$ cat config.mk
export PLATFORM = sky130hd
export DESIGN_NAME = ysyx_25060170_lsu_wb
export DESIGN_NICKNAME = d
export VERILOG_FILES = /design/src/rtl/ysyx_25060170_lsu_wb.sv
export SDC_FILE = /design/constraint.sdc
export NUM_CORES = 1
export LEC_CHECK = 0
export ABC_CLOCK_PERIOD_IN_PS = 1860
export BUFFER_PORTS_ARGS = -buffer_cell sky130_fd_sc_hd__buf_2
export CAP_MARGIN = 20
export CELL_PAD_IN_SITES_DETAIL_PLACEMENT = 1
export CELL_PAD_IN_SITES_GLOBAL_PLACEMENT = 1
export CORE_UTILIZATION = 36
export CTS_BUF_LIST = sky130_fd_sc_hd__clkbuf_8
export DETAILED_ROUTE_END_ITERATION = 7
export PLACE_DENSITY_LB_ADDON = 0.25
export SLEW_MARGIN = 20
export SYNTH_ARGS = -nofsm -noshare
export SYNTH_HDL_FRONTEND = slang
export SYNTH_SLANG_ARGS = --single-unit
$ cat constraint.sdc
create_clock -name clk -period 1.86 [get_ports clk]
set_input_delay 0 -clock clk [delete_from_list [all_inputs] [get_ports clk]]
set_output_delay 0 -clock clk [all_outputs]
set_load 0.02 [all_outputs]
$ cat src/rtl/ysyx_25060170_lsu_wb.sv
// LSU + write-back: takes one EXU instruction, runs its memory access, retires it to the GPR file.
// Ports: in_* from EXU (valid/ready), mem_req_*/mem_rsp_* to memory, wb_*/done/err to GPR file and retire logic.
module ysyx_25060170_lsu_wb #(
  parameter int XLEN    = 32,
  parameter int TIMEOUT = 255
) (
  input  logic              clk,
  input  logic              rst,
  input  logic              in_valid,
  output logic              in_ready,
  input  logic [XLEN-1:0]   in_result,
  input  logic [XLEN-1:0]   in_pc,
  input  logic [4:0]        in_rd,
  input  logic              in_regw,
  input  logic [1:0]        in_regs,
  input  logic              in_ren,
  input  logic              in_wen,
  input  logic [2:0]        in_funct3,
  input  logic [XLEN-1:0]   in_wdata,
  output logic              mem_req_valid,
  input  logic              mem_req_ready,
  output logic              mem_req_we,
  output logic [XLEN-1:0]   mem_req_addr,
  output logic [XLEN-1:0]   mem_req_wdata,
  output logic [XLEN/8-1:0] mem_req_wstrb,
  input  logic              mem_rsp_valid,
  input  logic [XLEN-1:0]   mem_rsp_rdata,
  output logic              wb_en,
  output logic [4:0]        wb_addr,
  output logic [XLEN-1:0]   wb_data,
  output logic              done,
  output logic [1:0]        err
);

  localparam int SW = XLEN / 8;
  localparam logic [15:0] T_LAST = 16'(TIMEOUT - 1);

  typedef enum logic [1:0] {
    IDLE,
    REQ,
    WAIT,
    WB
  } state_t;

  state_t          state;
  logic [15:0]     cnt;
  logic [XLEN-1:0] q_addr;
  logic [XLEN-1:0] q_pc;
  logic [XLEN-1:0] q_wdata;
  logic [XLEN-1:0] q_rdata;
  logic [4:0]      q_rd;
  logic            q_regw;
  logic [1:0]      q_regs;
  logic            q_ld;
  logic            q_we;
  logic [2:0]      q_f3;
  logic [1:0]      q_err;

  logic            mem;
  logic            mis;
  logic [1:0]      off;
  logic [15:0]     lane;
  logic [XLEN-1:0] ld_val;
  logic [XLEN-1:0] wb_sel;
  logic [XLEN-1:0] st_wdata;
  logic [SW-1:0]   st_wstrb;

  assign mem = in_ren | in_wen;

  // funct3[1] set means a word access (lw, and 3/6/7 alias to lw)
  always_comb begin
    mis = 1'b0;
    if (in_funct3[1])
      mis = in_result[1:0] != 2'b00;
    else if (in_funct3[0])
      mis = in_result[0];
  end

  assign off = q_addr[1:0];

  always_comb begin
    st_wdata = q_wdata;
    st_wstrb = '0;
    if (q_we) begin
      if (q_f3[1]) begin
        st_wstrb = '1;
      end else if (q_f3[0]) begin
        st_wstrb = SW'(3) << off;
        st_wdata = {(XLEN/16){q_wdata[15:0]}};
      end else begin
        st_wstrb = SW'(1) << off;
        st_wdata = {SW{q_wdata[7:0]}};
      end
    end
  end

  assign lane = 16'(q_rdata >> {off, 3'b000});

  always_comb begin
    unique case (q_f3)
      3'd0:    ld_val = {{(XLEN-8){lane[7]}}, lane[7:0]};
      3'd1:    ld_val = {{(XLEN-16){lane[15]}}, lane};
      3'd4:    ld_val = {{(XLEN-8){1'b0}}, lane[7:0]};
      3'd5:    ld_val = {{(XLEN-16){1'b0}}, lane};
      default: ld_val = q_rdata;
    endcase
  end

  always_comb begin
    unique case (q_regs)
      2'd0:    wb_sel = q_addr;
      2'd1:    wb_sel = ld_val;
      2'd2:    wb_sel = q_pc + XLEN'(4);
      default: wb_sel = '0;
    endcase
  end

  assign in_ready      = state == IDLE;
  assign mem_req_valid = state == REQ;
  assign mem_req_we    = q_we;
  assign mem_req_addr  = {q_addr[XLEN-1:2], 2'b00};
  assign mem_req_wdata = st_wdata;
  assign mem_req_wstrb = st_wstrb;

  always_ff @(posedge clk) begin
    if (rst) begin
      state   <= IDLE;
      cnt     <= '0;
      q_addr  <= '0;
      q_pc    <= '0;
      q_wdata <= '0;
      q_rdata <= '0;
      q_rd    <= '0;
      q_regw  <= 1'b0;
      q_regs  <= '0;
      q_ld    <= 1'b0;
      q_we    <= 1'b0;
      q_f3    <= '0;
      q_err   <= '0;
      wb_en   <= 1'b0;
      wb_addr <= '0;
      wb_data <= '0;
      done    <= 1'b0;
      err     <= '0;
    end else begin
      done  <= 1'b0;
      wb_en <= 1'b0;
      unique case (state)
        IDLE: begin
          if (in_valid) begin
            q_addr  <= in_result;
            q_pc    <= in_pc;
            q_wdata <= in_wdata;
            q_rdata <= '0;
            q_rd    <= in_rd;
            q_regw  <= in_regw;
            q_regs  <= in_regs;
            q_ld    <= in_ren & ~in_wen;
            q_we    <= in_wen;
            q_f3    <= in_funct3;
            q_err   <= (mem && mis) ? 2'd1 : 2'd0;
            state   <= (mem && !mis) ? REQ : WB;
          end
        end
        REQ: begin
          if (mem_req_ready) begin
            cnt   <= '0;
            state <= WAIT;
          end
        end
        WAIT: begin
          // a response on the last counted cycle still wins over timeout
          if (mem_rsp_valid) begin
            if (q_ld)
              q_rdata <= mem_rsp_rdata;
            state <= WB;
          end else if (cnt == T_LAST) begin
            q_err <= 2'd2;
            state <= WB;
          end else begin
            cnt <= cnt + 16'd1;
          end
        end
        WB: begin
          done    <= 1'b1;
          wb_en   <= q_regw && (q_rd != 5'd0) && (q_err == 2'd0);
          wb_addr <= q_rd;
          wb_data <= wb_sel;
          err     <= q_err;
          state   <= IDLE;
        end
        default: state <= IDLE;
      endcase
    end
  end

endmodule
== Word level (Yosys, flattened, before mapping) ==
Cells that the tools add are included.
Word-level totals
  flip-flop bits (word level): 202
  input bits: 146
  output and inout port bits: 112
  logic and storage cells: 93
Cells by class
  add/subtract/negate cells: 2
  eq/ne operators: 17
  shift-type cells: 3
  muxes and demuxes: 30
  bitwise operators: 4
  reduce and logical (&&, ||, !) cells: 19
Operators with widths (number)
  $mux W32: 6
  $pmux W32 S4: 1
  $pmux W32 S3: 1
  $pmux W32 S2: 1
  $mux W16: 3
  $add A32 B3 Y32 const B: 1
  $pmux W16 S2: 1
  $shr A32 B5 Y16: 1
  $add A16 B1 Y16 const B: 1
  $eq A16 B8 Y1 const B: 1
  $mux W2: 8
  $mux W4: 3
  $ne A2 B2 Y1 const B: 6
  $reduce_and A4 Y1: 3
  $pmux W2 S4: 1
  $eq A2 B2 Y1 const B: 3
  $eq A3 B3 Y1 const B: 2
  $logic_not A2 Y1: 3
  $reduce_bool A2 Y1: 3
  $reduce_bool A5 Y1: 1
  $eq A2 B1 Y1 const B: 2
  $logic_and A1 B1 Y1: 4
  $mux W1: 4
  $pmux W2 S2: 1
  13 further kinds: 14

== Longest topological paths before layout ==
  depth in word-level cells: 7
  mapped depth: 9

== Least setup slack after synthesis ==
Ideal clock, no wire load.
  path type: flip-flop to flip-flop
  from: register state[1]
  to: register cnt[15]
  library setup time: 132 ps
  arrival: 1813 ps
  required time: 1728 ps
  setup slack: -86 ps
  cell stages (with the launch flop): 8
  buffers on the path: 0
  clock period less this slack: 1946 ps
  cells stage by stage: dfxtp_1 > inv_1 > ha_1 > nand2b_1 > nand4_1 > a2111oi_4 > a21o_1 > a21oi_1
On the way
  word-level cells in the longest chain between the ends: 3
  elaborated cells between the ends (all ways): 8
  classes of those cells: 5 x eq/ne; 1 x mux; 2 x reduce/logical
Ends and longest elaborated chain
  start: declaration: line 45  | state_t state;
  start signal: assignment: line 162  | state <= (mem && !mis) ? REQ : WB;
  $eq A2 B1 Y1 (*)
  net mem_req_valid: line 20  | output logic mem_req_valid,
  $ne A2 B1 Y1 (no source line) or $reduce_bool A2 Y1 (tied branches)
  $reduce_and A4 Y1 (no source line)
  end signal: assignment: line 181  | cnt <= cnt + 16'd1;
  end: declaration: line 46  | logic [15:0] cnt;
Mark *: on every way through the listed nets, which the timed path passes. The rest lies on a longest branch.
A chain may end at the register's enable or synchronous reset.

== Worst setup path after layout ==
  from: register q_pc[20]
  to: register wb_data[31]
On the way
  word-level cells in the longest chain between the ends: 2
Ends and longest elaborated chain
  start: declaration: line 48  | logic [XLEN-1:0] q_pc;
  start signal: assignment: line 152  | q_pc <= in_pc;
  $add A32 B3 Y32: line 113  | 2'd2: wb_sel = q_pc + XLEN'(4);
  $pmux W32 S3: line 110  | unique case (q_regs)
  end signal: assignment: line 188  | wb_data <= wb_sel;
  end: declaration: line 30  | output logic [XLEN-1:0] wb_data,
Every way passes these cells.

==> metrics.csv <==
metric,value,unit
Post-DP HPWL,28.1,mm
CTS sink count,202,
FMAX,549,MHz
"critical path, cell by cell",nand4_1 > or4_4 > o31a_1 > o21ai_1 > a31oi_1,
worst path required time,2.26,ns
I/O Pins,258,
die boundary height,169,µm
largest net degree at the start of global routing,93,
Die X,169,µm
Residual DRC,0,
area grow syn2layout,46.3,%
"Reg clk slew, reported paths",0.06,ns
"CP delay by family, top",simple AND/OR/NAND/NOR gates,
antenna violations before repair,2,
min Tclk post-route,1.82,ns
Least-Margin Pin Slew,0.494,ns
initial DRC count,675,
RSZ-0062 raised after global routing,true,
critical path endpoint category,register,
final hold violations,0,
clk buf depth,3,
grt total ovfl,0,
die footprint,28400,µm²
hold slack,0.256,ns
Port Buf Inserts,255,
#FFs+latches synth,202,
drt wl/cell,20.2,µm
synthesized area per cell,7.84,µm²
HP Class,input pin to register,
max cap viols,0,
dominant cell by count in the synthesized netlist,nand2_1,
Main synth FF type,dfxtp_1,
Synth area leaders,"dfxtp_1 40%, nand2_1 11%, a21oi_1 9.0%, buf_4 3.2%, nand3_1 2.9%",
post-route clock period utilization,0.980,
Synth cell types,74,
Num CTS Buffers,38,
total global-route track usage,0.290,
core area,27100,µm²
final-report max-slew violation count,0,
vias per cell,5.34,
Rel. slew slack,0.668,
Worst-Skew Late Latency,0.53,ns
site row count,60,
CP arrival,2.23,ns
startpoint class of the critical path,register,
Crit Path Class,register to register,
Initial Utilization,0.369,
Final Instance Area,14600,µm²
Pre-Repair DR Iteration Count,7,
post-synthesis sequential area ratio,0.405,
Total Wirelength,42.5,mm
Leak,0.00597,µW
post-route ant nets,0,
Slowest Stage Delay on Critical Path,0.49,ns
"Max FO, Critical Path",4,
Critical path buffers and inverters,0,
synth cell count leaders,"300 x nand2_1, 202 x dfxtp_1, 180 x a21oi_1",
vias,11200,
layout cells sized above 1,0.291,
mapped cell area,10000,µm²
warnings from Yosys,0,
CTS tree,built,
Yosys top cell area share,0.405,
"FFs w/ async S/R, synth",0,
Mapped Cells,1275,
vias in the first global route,11900,
final setup fails,0,
CTS H-tree depth,2,
area occupied by multi-input gates,5400,µm²
Filler Cell Count,3282,
PD cells,1080,nW/µm²
worst vdd ir,583,µV
Layout Nets,1853,
maximum clock skew at final layout,0.0184,ns
crit path max-delay cell type,or4_4,
Root Driver,clkbuf_8,
first-pass GRT wire length,64.6,mm
largest area contributor in the netlist,dfxtp_1,
Post-synth EDFFs,0,
Placed Area,12000,µm²
storage element area,4060,µm²
routability cong.,0.903,
status,"complete, no violations",
-- placed cells by master, fill, tap and decap left out, types with 12 or more instances in the layout --
master,instances
a21oi_1,179
a31oi_1,20
buf_12,12
buf_2,251
buf_4,106
clkbuf_8,49
dfxtp_1,193
dlygate4sd3_1,145
inv_1,33
mux2_2,13
mux2i_1,25
nand2_1,297
nand3_1,58
nor2_1,41
nor3_1,15
o211ai_1,15
o21ai_0,34
o21ai_1,12
xnor2_1,18
-- layout make-up --
cell class                      count  area share
Antenna cell                        2    0.000342
Clock buffer                       49      0.0461
Clock inverter                     19     0.00864
Inverter                           19     0.00488
Multi-Input combinational cell    920       0.369
Sequential cell                   202       0.278
Tap cell                          372      0.0318
Timing Repair Buffer              519       0.261
-- worst register-to-register path: cells and delay by family, from the launching register on --
kind,cells,cell delay [ns]
simple gates,2,0.70
compound gates,3,0.58
flops,1,0.41
-- metrics by stage --
stage	worst slack, ns	util	instances	setup TNS [ns]	total power, µW
2_1_floorplan	0.0230	-	1276	0	8530
3_3_place_gp	0.00236	0.443	1876	0	10400
3_5_place_dp	-0.0490	0.443	1876	-0.245	10500
4_1_cts	0.00189	0.529	2092	0	15400
5_1_grt	-0.0770	0.540	2102	-0.487	16500
6_report	0.0371	0.540	2102	0	15800
-- registers in the layout, indices dropped and copies added (netlist names), 3 cells and up --
signal   count
q_addr      32
q_pc        32
q_rdata     32
q_wdata     32
wb_data     32
cnt         16
q_rd         5
wb_addr      5
q_f3         3
-- power breakdown --
part / internal (µW) / switching [µW]
Sequential: 4920 / 635
Clock: 2630 / 1940
Combinational: 2280 / 3370
Total: 9830 / 5940
-- worst paths after layout --
check,startpoint,endpoint,slack [ns],cells past startpoint
hold / removal,in_pc[21],q_pc[21],0.26,4
hold reg to reg,q_wdata[25],q_wdata[25],0.45,2
setup / recovery,q_pc[20],wb_data[31],0.04,5
setup reg to reg,q_pc[20],wb_data[31],0.04,5
-- logic make-up (layout without fill, tap and decap cells) --
group	Yosys count	after routing	share of synthesized area
buffers and inverters	154	606	0.0771
XOR/XNOR	23	23	0.0202
flip-flops	202	202	0.405
adder cells (fa/ha/maj)	7	7	0.00876
other	1	4	0.000375
multiplexers	43	43	0.0464
AO/OA/AOI/OAI	347	347	0.217
AND/OR/NAND/NOR	498	498	0.226
-- what timing repair did --
item	CTS	global route
gates cloned	0	1
hold buffers	145	0
pin swaps	2	9
endpoints found under the setup margin	43	87
gates resized for setup	26	40
hold endpoints to repair	146	0
buffers inserted	3	7
-- per-layer routing --
metal / up-vias / global-route usage / part of all wire
met5: - / 0 / 0
met4: 0 / 0.127 / 0.037
met3: 98 / 0.0547 / 0.057
met2: 381 / 0.523 / 0.51
met1: 5455 / 0.333 / 0.40
li1: 5283 / - / -
Note: power is estimated with default switching activity, not from simulation.
